--- src/rtl/render_pkg.sv ---
// Shared types and constants for the 4x4 board render sequencer.
package render_pkg;

    localparam int NUM_TILES = 16;
    localparam int TILE_W    = 4;
    localparam int IDX_W     = 4;
    localparam int WD_W      = 16;

    typedef logic [TILE_W-1:0]    tile_t;
    typedef tile_t [NUM_TILES-1:0] board_t;   // tile i occupies bits [4i+3:4i]
    typedef logic [IDX_W-1:0]     idx_t;

    localparam idx_t LAST_TILE = idx_t'(NUM_TILES - 1);

    typedef enum logic [3:0] {
        IDLE,
        LATCH,
        CHECK,
        ERASE_ISSUE,
        ERASE_WAIT,
        DRAW_ISSUE,
        DRAW_WAIT,
        NEXT,
        DONE
    } rstate_e;

endpackage

--- src/rtl/render_watchdog.sv ---
// Loadable, saturating down-counter that flags a drawer that never answers.
// Loaded on the issue cycle, it counts once per wait cycle; expired is raised on
// the TIMEOUT_CYCLES-th consecutive wait cycle.
module render_watchdog #(
    parameter int TIMEOUT_CYCLES = 65535
) (
    input  logic clk,
    input  logic reset,
    input  logic load,
    input  logic count_en,
    output logic expired
);
    import render_pkg::*;

    // First wait cycle already sees the reloaded value, so reload one short.
    localparam logic [WD_W-1:0] RELOAD = WD_W'(TIMEOUT_CYCLES - 1);

    logic [WD_W-1:0] count_q;

    // Reload on issue, then count down while waiting; hold at zero instead of wrapping.
    always_ff @(posedge clk or negedge reset) begin
        if (!reset) begin
            count_q <= '0;
        end else if (load) begin
            count_q <= RELOAD;
        end else if (count_en && (count_q != '0)) begin
            count_q <= count_q - WD_W'(1);
        end
    end

    assign expired = count_en && (count_q == '0);

endmodule

--- src/rtl/board_render_seq.sv ---
// Board render sequencer: snapshots the 4x4 board and walks tiles 0..15, issuing an
// erase pass (old value, black) then a draw pass (new value, white) per refreshed
// tile through a start/done handshake with the square drawer.
module board_render_seq #(
    parameter int TIMEOUT_CYCLES = 65535
) (
    input  logic        clk,
    input  logic        reset,
    input  logic [63:0] board,
    input  logic        redraw_req,
    input  logic        update_req,
    input  logic        sq_done,
    output logic        sq_start,
    output logic [3:0]  sq_index,
    output logic [3:0]  sq_value,
    output logic        pixel_color,
    output logic        busy,
    output logic        frame_done,
    output logic        draw_error
);
    import render_pkg::*;

    rstate_e state_q, state_d;

    idx_t   tile_q;
    board_t snap_q;
    board_t shadow_q;
    logic   shadow_valid_q;
    logic   full_q;
    logic   pend_full_q;
    logic   pend_upd_q;
    logic   draw_error_q;
    tile_t  sq_value_q;
    logic   color_q;

    logic any_req;
    logic refresh;
    logic wd_expired;

    // Strobes from the FSM to the datapath registers.
    logic accept;
    logic accept_full;
    logic load_erase;
    logic load_draw;
    logic commit;
    logic tile_inc;
    logic frame_end;
    logic timeout;
    logic wd_load;
    logic wd_en;

    assign any_req = redraw_req | update_req;
    assign refresh = full_q || (snap_q[tile_q] != shadow_q[tile_q]);

    render_watchdog #(
        .TIMEOUT_CYCLES (TIMEOUT_CYCLES)
    ) u_watchdog (
        .clk      (clk),
        .reset    (reset),
        .load     (wd_load),
        .count_en (wd_en),
        .expired  (wd_expired)
    );

    // State register; reset aborts any frame in flight and drops sq_start at once.
    always_ff @(posedge clk or negedge reset) begin
        if (!reset) begin
            state_q <= IDLE;
        end else begin
            state_q <= state_d;
        end
    end

    // Next-state logic plus the strobes that steer the datapath.
    always_comb begin
        // NOTE: every signal written here gets a default first so no path leaves it unassigned and infers a latch.
        state_d     = state_q;
        accept      = 1'b0;
        accept_full = 1'b0;
        load_erase  = 1'b0;
        load_draw   = 1'b0;
        commit      = 1'b0;
        tile_inc    = 1'b0;
        frame_end   = 1'b0;
        timeout     = 1'b0;
        wd_load     = 1'b0;
        wd_en       = 1'b0;
        sq_start    = 1'b0;
        frame_done  = 1'b0;
        busy        = (state_q != IDLE);

        unique case (state_q)
            IDLE: begin
                if (any_req) begin
                    state_d     = LATCH;
                    accept      = 1'b1;
                    accept_full = redraw_req | ~shadow_valid_q;
                end
            end
            LATCH: begin
                state_d = CHECK;
            end
            CHECK: begin
                if (refresh) begin
                    if (shadow_valid_q) begin
                        state_d    = ERASE_ISSUE;
                        load_erase = 1'b1;
                    end else begin
                        state_d   = DRAW_ISSUE;
                        load_draw = 1'b1;
                    end
                end else begin
                    state_d = NEXT;
                end
            end
            ERASE_ISSUE: begin
                sq_start = 1'b1;
                wd_load  = 1'b1;
                state_d  = ERASE_WAIT;
            end
            ERASE_WAIT: begin
                wd_en = 1'b1;
                if (sq_done) begin
                    state_d   = DRAW_ISSUE;
                    load_draw = 1'b1;
                end else if (wd_expired) begin
                    state_d = IDLE;
                    timeout = 1'b1;
                end
            end
            DRAW_ISSUE: begin
                sq_start = 1'b1;
                wd_load  = 1'b1;
                state_d  = DRAW_WAIT;
            end
            DRAW_WAIT: begin
                wd_en = 1'b1;
                if (sq_done) begin
                    state_d = NEXT;
                    commit  = 1'b1;
                end else if (wd_expired) begin
                    state_d = IDLE;
                    timeout = 1'b1;
                end
            end
            NEXT: begin
                if (tile_q == LAST_TILE) begin
                    state_d = DONE;
                end else begin
                    state_d  = CHECK;
                    tile_inc = 1'b1;
                end
            end
            DONE: begin
                frame_done = 1'b1;
                frame_end  = 1'b1;
                // A queued (or same-cycle) request chains straight into the next frame.
                // The shadow becomes valid on this edge, so only an explicit redraw forces full mode.
                if (pend_full_q || pend_upd_q || any_req) begin
                    state_d     = LATCH;
                    accept      = 1'b1;
                    accept_full = pend_full_q | redraw_req;
                end else begin
                    state_d = IDLE;
                end
            end
            default: begin
                state_d = IDLE;
            end
        endcase
    end

    // Tile counter: advances only from NEXT, so it never wraps past the last tile.
    always_ff @(posedge clk or negedge reset) begin
        if (!reset) begin
            tile_q <= '0;
        end else if (frame_end || timeout) begin
            tile_q <= '0;
        end else if (tile_inc) begin
            tile_q <= tile_q + idx_t'(1);
        end
    end

    // Snapshot and mode are captured once per frame so mid-frame board edits cannot tear it.
    always_ff @(posedge clk or negedge reset) begin
        if (!reset) begin
            snap_q <= '0;
            full_q <= 1'b0;
        end else if (accept) begin
            // NOTE: sequential state uses non-blocking assignments so every register samples pre-edge values.
            snap_q <= board_t'(board);
            full_q <= accept_full;
        end
    end

    // Shadow of what is on screen: a tile is committed only after its draw pass completes.
    always_ff @(posedge clk or negedge reset) begin
        if (!reset) begin
            // NOTE: the shadow is reset explicitly; a mid-frame reset leaves the screen unknown, and a
            //       cleared shadow plus shadow_valid=0 guarantees the next frame repaints everything.
            shadow_q       <= '0;
            shadow_valid_q <= 1'b0;
        end else begin
            if (commit) begin
                shadow_q[tile_q] <= snap_q[tile_q];
            end
            if (frame_end) begin
                shadow_valid_q <= 1'b1;
            end else if (timeout) begin
                shadow_valid_q <= 1'b0;
            end
        end
    end

    // One-deep pending request flags; a pending full redraw dominates a pending update.
    always_ff @(posedge clk or negedge reset) begin
        if (!reset) begin
            pend_full_q <= 1'b0;
            pend_upd_q  <= 1'b0;
        end else if (accept || timeout) begin
            pend_full_q <= 1'b0;
            pend_upd_q  <= 1'b0;
        end else if (busy) begin
            if (redraw_req) begin
                pend_full_q <= 1'b1;
            end
            if (update_req) begin
                pend_upd_q <= 1'b1;
            end
        end
    end

    // Sticky error flag: set by a drawer timeout, cleared when the next request is accepted.
    always_ff @(posedge clk or negedge reset) begin
        if (!reset) begin
            draw_error_q <= 1'b0;
        end else if (timeout) begin
            draw_error_q <= 1'b1;
        end else if (accept) begin
            draw_error_q <= 1'b0;
        end
    end

    // Pass value and colour are loaded when a pass is chosen and held until the next pass.
    always_ff @(posedge clk or negedge reset) begin
        if (!reset) begin
            sq_value_q <= '0;
            color_q    <= 1'b0;
        end else if (load_erase) begin
            sq_value_q <= shadow_q[tile_q];
            color_q    <= 1'b0;
        end else if (load_draw) begin
            sq_value_q <= snap_q[tile_q];
            color_q    <= 1'b1;
        end
    end

    assign sq_index    = tile_q;
    assign sq_value    = sq_value_q;
    assign pixel_color = color_q;
    assign draw_error  = draw_error_q;

endmodule

--- config.mk ---
export PLATFORM = sky130hd
export DESIGN_NAME = board_render_seq
export DESIGN_NICKNAME = d
export VERILOG_FILES = /design/src/rtl/render_pkg.sv /design/src/rtl/render_watchdog.sv /design/src/rtl/board_render_seq.sv
export SDC_FILE = /design/constraint.sdc
export NUM_CORES = 1
export LEC_CHECK = 0
export ABC_CLOCK_PERIOD_IN_PS = 3600
export BUFFER_PORTS_ARGS = -buffer_cell sky130_fd_sc_hd__buf_2
export CAP_MARGIN = 5
export CORE_MARGIN = 4
export CORE_UTILIZATION = 35
export DETAILED_ROUTE_END_ITERATION = 10
export SYNTH_ARGS = -nofsm -noshare
export SYNTH_HDL_FRONTEND = slang
export SYNTH_SLANG_ARGS = --single-unit
--- constraint.sdc ---
create_clock -name clk -period 3.6 [get_ports clk]
set_clock_uncertainty 0.1 [all_clocks]
set_input_delay 0.36 -clock clk [delete_from_list [all_inputs] [get_ports clk]]
set_output_delay 0.36 -clock clk [all_outputs]
set_load 0.02 [all_outputs]
==> Word level (Yosys, flattened, before mapping) <==
Index checks and enable logic that the tools add are counted.
{ "op_classes": {"n_reduce_logical": 24, "eq_ne": 11, "bitwise": 4, "n_lt_le_gt_ge": 2, "addsub": 2, "muxes": 56} }
{ "ops": {"columns": ["operator", "n"], "rows": [
  ["bitwise mux 64 bit", 1],
  ["two-way mux 4 bit", 13],
  ["case mux 4 bit (9 select lines)", 1],
  ["binary-select mux 4 bit (select 4 bit)", 2],
  ["two-way mux 1 bit", 32],
  ["two-way mux 16 bit", 2],
  ["demux 4 bit (select 4 bit)", 1],
  ["equality test 4 x 3 -> 1 bit, second input constant", 4],
  ["logical NOT 16 bit", 1],
  ["nonzero test 16 bit", 1],
  ["nonzero test 2 bit", 8],
  ["subtractor 16 x 1 -> 16 bit, second input constant", 1],
  ["equality test 4 x 2 -> 1 bit, second input constant", 2],
  ["equality test 4 bit, second input constant", 2],
  ["case mux 1 bit (2 select lines)", 3],
  ["logical OR 1 bit", 5],
  ["< comparator 4 x 5 -> 1 bit, second input constant", 1],
  ["adder 4 x 1 -> 4 bit, second input constant", 1],
  ["equality test 4 x 1 -> 1 bit, second input constant", 1],
  [">= comparator 4 x 1 -> 1 bit, second input constant", 1],
  ["logical NOT 4 bit", 1],
  ["!= test 4 bit", 1],
  ["AND reduction 2 bit", 2],
  ["nonzero test 4 bit", 1],
  ["6 further kinds", 11]
]} }
{ "word_totals": {"wordCells": 141, "register_bits": 162, "out_inout_bits": 13, "in_bits": 69} }

==> Logic depth before layout (Yosys ltp) <==
{ "depth": {"ltp_word": 10, "mapped_depth": 9, "mapped_depth_nobuf": 8} }

==> Cells and area by module <==
From an unflattened synthesis, not the netlist that was laid out.
{ "unflattened": {"cells_unflattened": 642, "area_unflattened_um2": 7629.8} }
{ "modules_own_cells": {"columns": ["module", "area_per_inst_um2", "cells_per_inst", "seq_area_each_um2", "instances"], "rows": [
  ["board_render_seq", 6670.1, 542, 3653.5, 1],
  ["render_watchdog", 959.7, 100, 400.4, 1]
]} }

==> Least setup slack after synthesis <==
OpenSTA, ideal clock, no wires.
{ "synth_path": {"kind": "register to register", "start": "register tile_q[1], in the netlist sq_index[1]", "end": "register sq_value_q[0], in the netlist sq_value[0]", "setup_time_ns": 0.126, "synth_period_minus_slack_ns": 2.964, "slack_ns": 0.636, "arrival_ns": 2.738, "path_stages_with_launch": 10, "required_ns": 3.374, "n_path_buf": 2, "cell_sequence": "dfrtp_1 buf_2 clkbuf_1 mux4_2 a22oi_1 nand2_2 xor2_1 nor4_4 o31ai_2 a221o_1"} }
{ "synth_between": {"elab_chain_cells": 7} }
{ "synth_lines": {"columns": ["element", "line", "text"], "rows": [
  ["from (decl)", "board_render_seq.sv:25", "idx_t tile_q;"],
  ["from (signal assigned)", "board_render_seq.sv:180", "tile_q <= tile_q + idx_t'(1);"],
  ["binary-select mux 4 bit (select 4 bit), on equally long branches", "board_render_seq.sv:53, board_render_seq.sv:253, board_render_seq.sv:250", null],
  ["two-way mux 4 bit, on equally long branches", "board_render_seq.sv:53, board_render_seq.sv:253, board_render_seq.sv:250", null],
  ["!= test 4 bit", "board_render_seq.sv:53", "assign refresh = full_q || (snap_q[tile_q] != shadow_q[tile_q]);"],
  ["logical OR 1 bit", "board_render_seq.sv:53", null],
  ["two-way mux 1 bit", "board_render_seq.sv:104", "if (refresh) begin"],
  ["case mux 1 bit (2 select lines) / two-way mux 1 bit (equally long branches)", "board_render_seq.sv:92", "unique case (state_q)"],
  ["nonzero test 2 bit (no source line) / two-way mux 4 bit (equally long branches)", null, null],
  ["to (signal assigned)", "board_render_seq.sv:250", "sq_value_q <= shadow_q[tile_q];"],
  ["to (signal assigned)", "board_render_seq.sv:253", "sq_value_q <= snap_q[tile_q];"],
  ["to (decl)", "board_render_seq.sv:33", "tile_t sq_value_q;"]
]} }
Parallel ways exist; a longest one is shown, timed or not. The select of a mux whose other input is x is not followed.
A chain may end at the register's enable or synchronous reset.

==> Worst setup path in the final report <==
{ "layout_path": {"start": "register tile_q[1], in the netlist sq_index[1]", "end": "register sq_value_q[2], in the netlist sq_value[2]"} }
Same word-level chain as after synthesis.

==> flow_summary_export.csv <==
group,metric,value,unit
clock_network,clkTransAtPathRegs,0.07,ns
clock_network,cts_inserted_buffers,17,
placed_design,place_area,0.00838,mm²
cells_and_area,post_route_cells_drive_above_1_share,0.438,
synth,netlist_area,0.00762,mm²
critical_path,crit_type,"reg -> reg",
power_and_ir_drop,power.leakage,3.96,nW
power_and_ir_drop,cellPowerDensity,913,mW/mm²
timing,rsz0062_at_grt,"false",
timing,drv_slew,0,
placed_design,port_buffers,81,
outcome,status,"finished, final reports clean",
synth,synth-seq-area-share,0.532,
clock_network,cts-resized-gates,0,
cells_and_area,area_growth,18.0,%
grt,overflow,0,
die,start_util,0.359,
timing,fmax,0.303,GHz
power_and_ir_drop,p_clk_frac,0.221,
power_and_ir_drop,power_frac_seq,0.380,
clock_network,clock_latency,0.42,ns
grt,grt_pass1_wl,28400,µm
worst_hold_path,min_path_type,"in -> reg",
synth,async_flop_share,1.00,
power_and_ir_drop,power.switching,0.00295,W
die,dieArea,0.0242,mm²
clock_network,clock_sinks,162,
drt,wire_per_inst,18.3,µm
synth,synth_edf_count,0,
synth,ys_top_cells_by_count,"dfrtp_1 (162), mux2_2 (117), mux4_2 (32)",
synth,synth_top_area_share,0.532,
synth,yosys.cell_types.count,49,
drt,drc,0,
clock_network,cts.htree.levels,4,
die,die_h,156,µm
drt,first_iter_violations,301,
critical_path,cp.arrival,3.51,ns
cells_and_area,num_antenna_cells,0,
job,drv_cap,0,
cells_and_area,final_util,0.424,
placed_design,routabilityCongestion,0.778,
timing,maxSlewHeadroom,0.337,
cells_and_area,stdcell_area,0.00899,mm²
clock_network,cts_tree,"done",
drt,drt-vias-per-instance,5.26,
power_and_ir_drop,pwr-share-comb,0.399,
synth,syn_nets,630,
critical_path,worstSetupEndpointType,"register",
die,ios,82,
synth,yosys_most_used_dff,"dfrtp_1",
grt,grt_pass1_vias,5274,
clock_network,clk_path_buf_depth,2,
drt,drt_wl_total,17000,µm
synth,synth.largest_area_cell,"dfrtp_1",
drt,firstDrtPassIters,6,
timing,worst_slew_pin_slew,0.993,ns
die,rows,53,
critical_path,cp.required,3.80,ns
synth,synth.ff_latch_count,162,
grt,grtUsageTotal,0.149,
power_and_ir_drop,internal_power,0.00526,W
timing,setup_viol,0,
synth,ys_warn_count,0,
power_and_ir_drop,switching_share,0.360,
timing,fin_tns_setup,0,ns
power_and_ir_drop,vdd_drop_max,0.473,mV
timing,layout_min_cycle_time,3.30,ns
placed_design,hpwl,12200,µm
grt,antenna_found_initial,0,
drt,antenna_left,0,
die,core_area,0.0212,mm²
synth,yosysMostFrequentCell,"dfrtp_1",
timing,period_share,0.918,
grt,grt_max_degree,100,
cells_and_area,nets,717,
drt,via_count,4894,
timing,hold_viol,0,
critical_path,crit_fanout,15,
critical_path,start_kind,"register",
synth,synthCells,555,
clock_network,clockRootBuffer,"clkbuf_16",
die,die_w,156,µm
synth,ys_top_cells_by_area,"dfrtp_1 (53%), mux2_2 (17%), mux4_2 (9.5%), mux2_1 (1.8%), nand2_1 (1.4%)",
synth,postSynthAreaPerCell,13.7,µm²
-- sequential cells by signal, summed over array words and instances, names as in the netlist --
| signal | flops |
|---|---|
| pixel_color | 1 |
| sq_value | 4 |
| draw_error | 1 |
| sq_index | 4 |
| pend_upd_q | 1 |
| state_q | 4 |
| shadow_q | 64 |
| u_watchdog.count_q | 16 |
| full_q | 1 |
| pend_full_q | 1 |
| snap_q | 64 |
| shadow_valid_q | 1 |
-- routing by layer --
layer	vias to the layer above	wire (µm)	track usage
li1	2206	-	-
met1	2533	7630	0.202
met2	135	8160	0.236
met3	20	995	0.0402
met4	0	261	0.0425
met5	-	0	0
-- cell type report --
cell class,instances,area [µm²]
multi-input combinational,355,3390
tap,275,344
clock inverter,14,153
sequential,162,4060
inverter,9,33.8
fill,1948,12200
timing repair buffer,97,572
clock buffer,18,439
-- worst max-delay path, cell delays in order, from the launching register on --
cell and delay (ns):
dfrtp_1 0.79, buf_4 0.34, mux4_2 0.31, a22oi_1 0.31, nand2_1 0.15, xor2_1 0.19, nor4_4 0.53, o31ai_2 0.15
a221o_1 0.31
-- what timing repair did --
action                    in CTS  in global routing
hold endpoints to repair      31                  0
buffers inserted               0                  0
hold buffers                   1                  0
-- stage by stage --
stage	setup WS, ns	instances	hold slack [ns]	power (W)
global placement	0.426	896	0.365	0.00630
finish	0.296	930	0.0489	0.00821
floorplan	0.636	555	-0.0356	0.00542
CTS	0.325	929	0.0351	0.00828
global route	0.0970	930	0.0318	0.00874
detailed placement	0.346	896	0.384	0.00644
-- path summary, 6_finish.rpt --
| path | endpoint | start | slack [ns] | cells after the start |
|---|---|---|---|---|
| worst min-delay path | snap_q[61]$_DFFE_PN0P_ | board[61] | 0.05 | 2 |
| max in group asynchronous | sq_index[0]$_DFFE_PN0P_ | reset | 2.01 | 3 |
| worst max-delay path | sq_value[2]$_DFFE_PN0P_ | sq_index[1]$_DFFE_PN0P_ | 0.30 | 8 |
| worst max register to register | sq_value[2]$_DFFE_PN0P_ | sq_index[1]$_DFFE_PN0P_ | 0.30 | 8 |
| worst min register to register | shadow_q[55]$_DFFE_PN0P_ | shadow_q[55]$_DFFE_PN0P_ | 0.40 | 1 |
| min in group asynchronous | draw_error$_DFFE_PN0P_ | reset | 0.53 | 2 |
-- power by group through the flow --
stage / Sequential, W / Clock (W) / Combinational, W
floorplan: 0.00290 / 0 / 0.00252
global placement: 0.00312 / 0 / 0.00319
detailed placement: 0.00316 / 0 / 0.00329
CTS: 0.00313 / 0.00185 / 0.00330
global route: 0.00323 / 0.00193 / 0.00358
finish: 0.00312 / 0.00181 / 0.00327
-- logic make-up after synthesis --
family / after synthesis / share of synthesized area
XOR/XNOR: 19 / 0.0218
buffers and inverters: 38 / 0.0225
AND/OR/NAND/NOR: 115 / 0.0755
flip-flops: 162 / 0.532
adder cells (fa/ha/maj): 6 / 0.00985
AO/OA/AOI/OAI: 47 / 0.0437
multiplexers: 168 / 0.294
-- placed cells by master, fill, tap and decap left out, drive strengths merged, types with 4 or more instances in the layout --
cell type  netlist  routed
nor2b            7       7
clkinv           0       5
a21oi            9       9
buf              7      96
a22oi           13      13
mux2           129     129
ha               6       6
mux4            32      32
inv              9      13
dfrtp          162     162
xor2            11      11
nor2            24      24
xnor2            8       8
clkbuf          22      18
o21ai           10      10
nand2b           4       4
nand3           19      19
nor3            10      10
nand2           32      32
mux2i            7       7
Note: power is estimated with default switching activity, not from simulation.
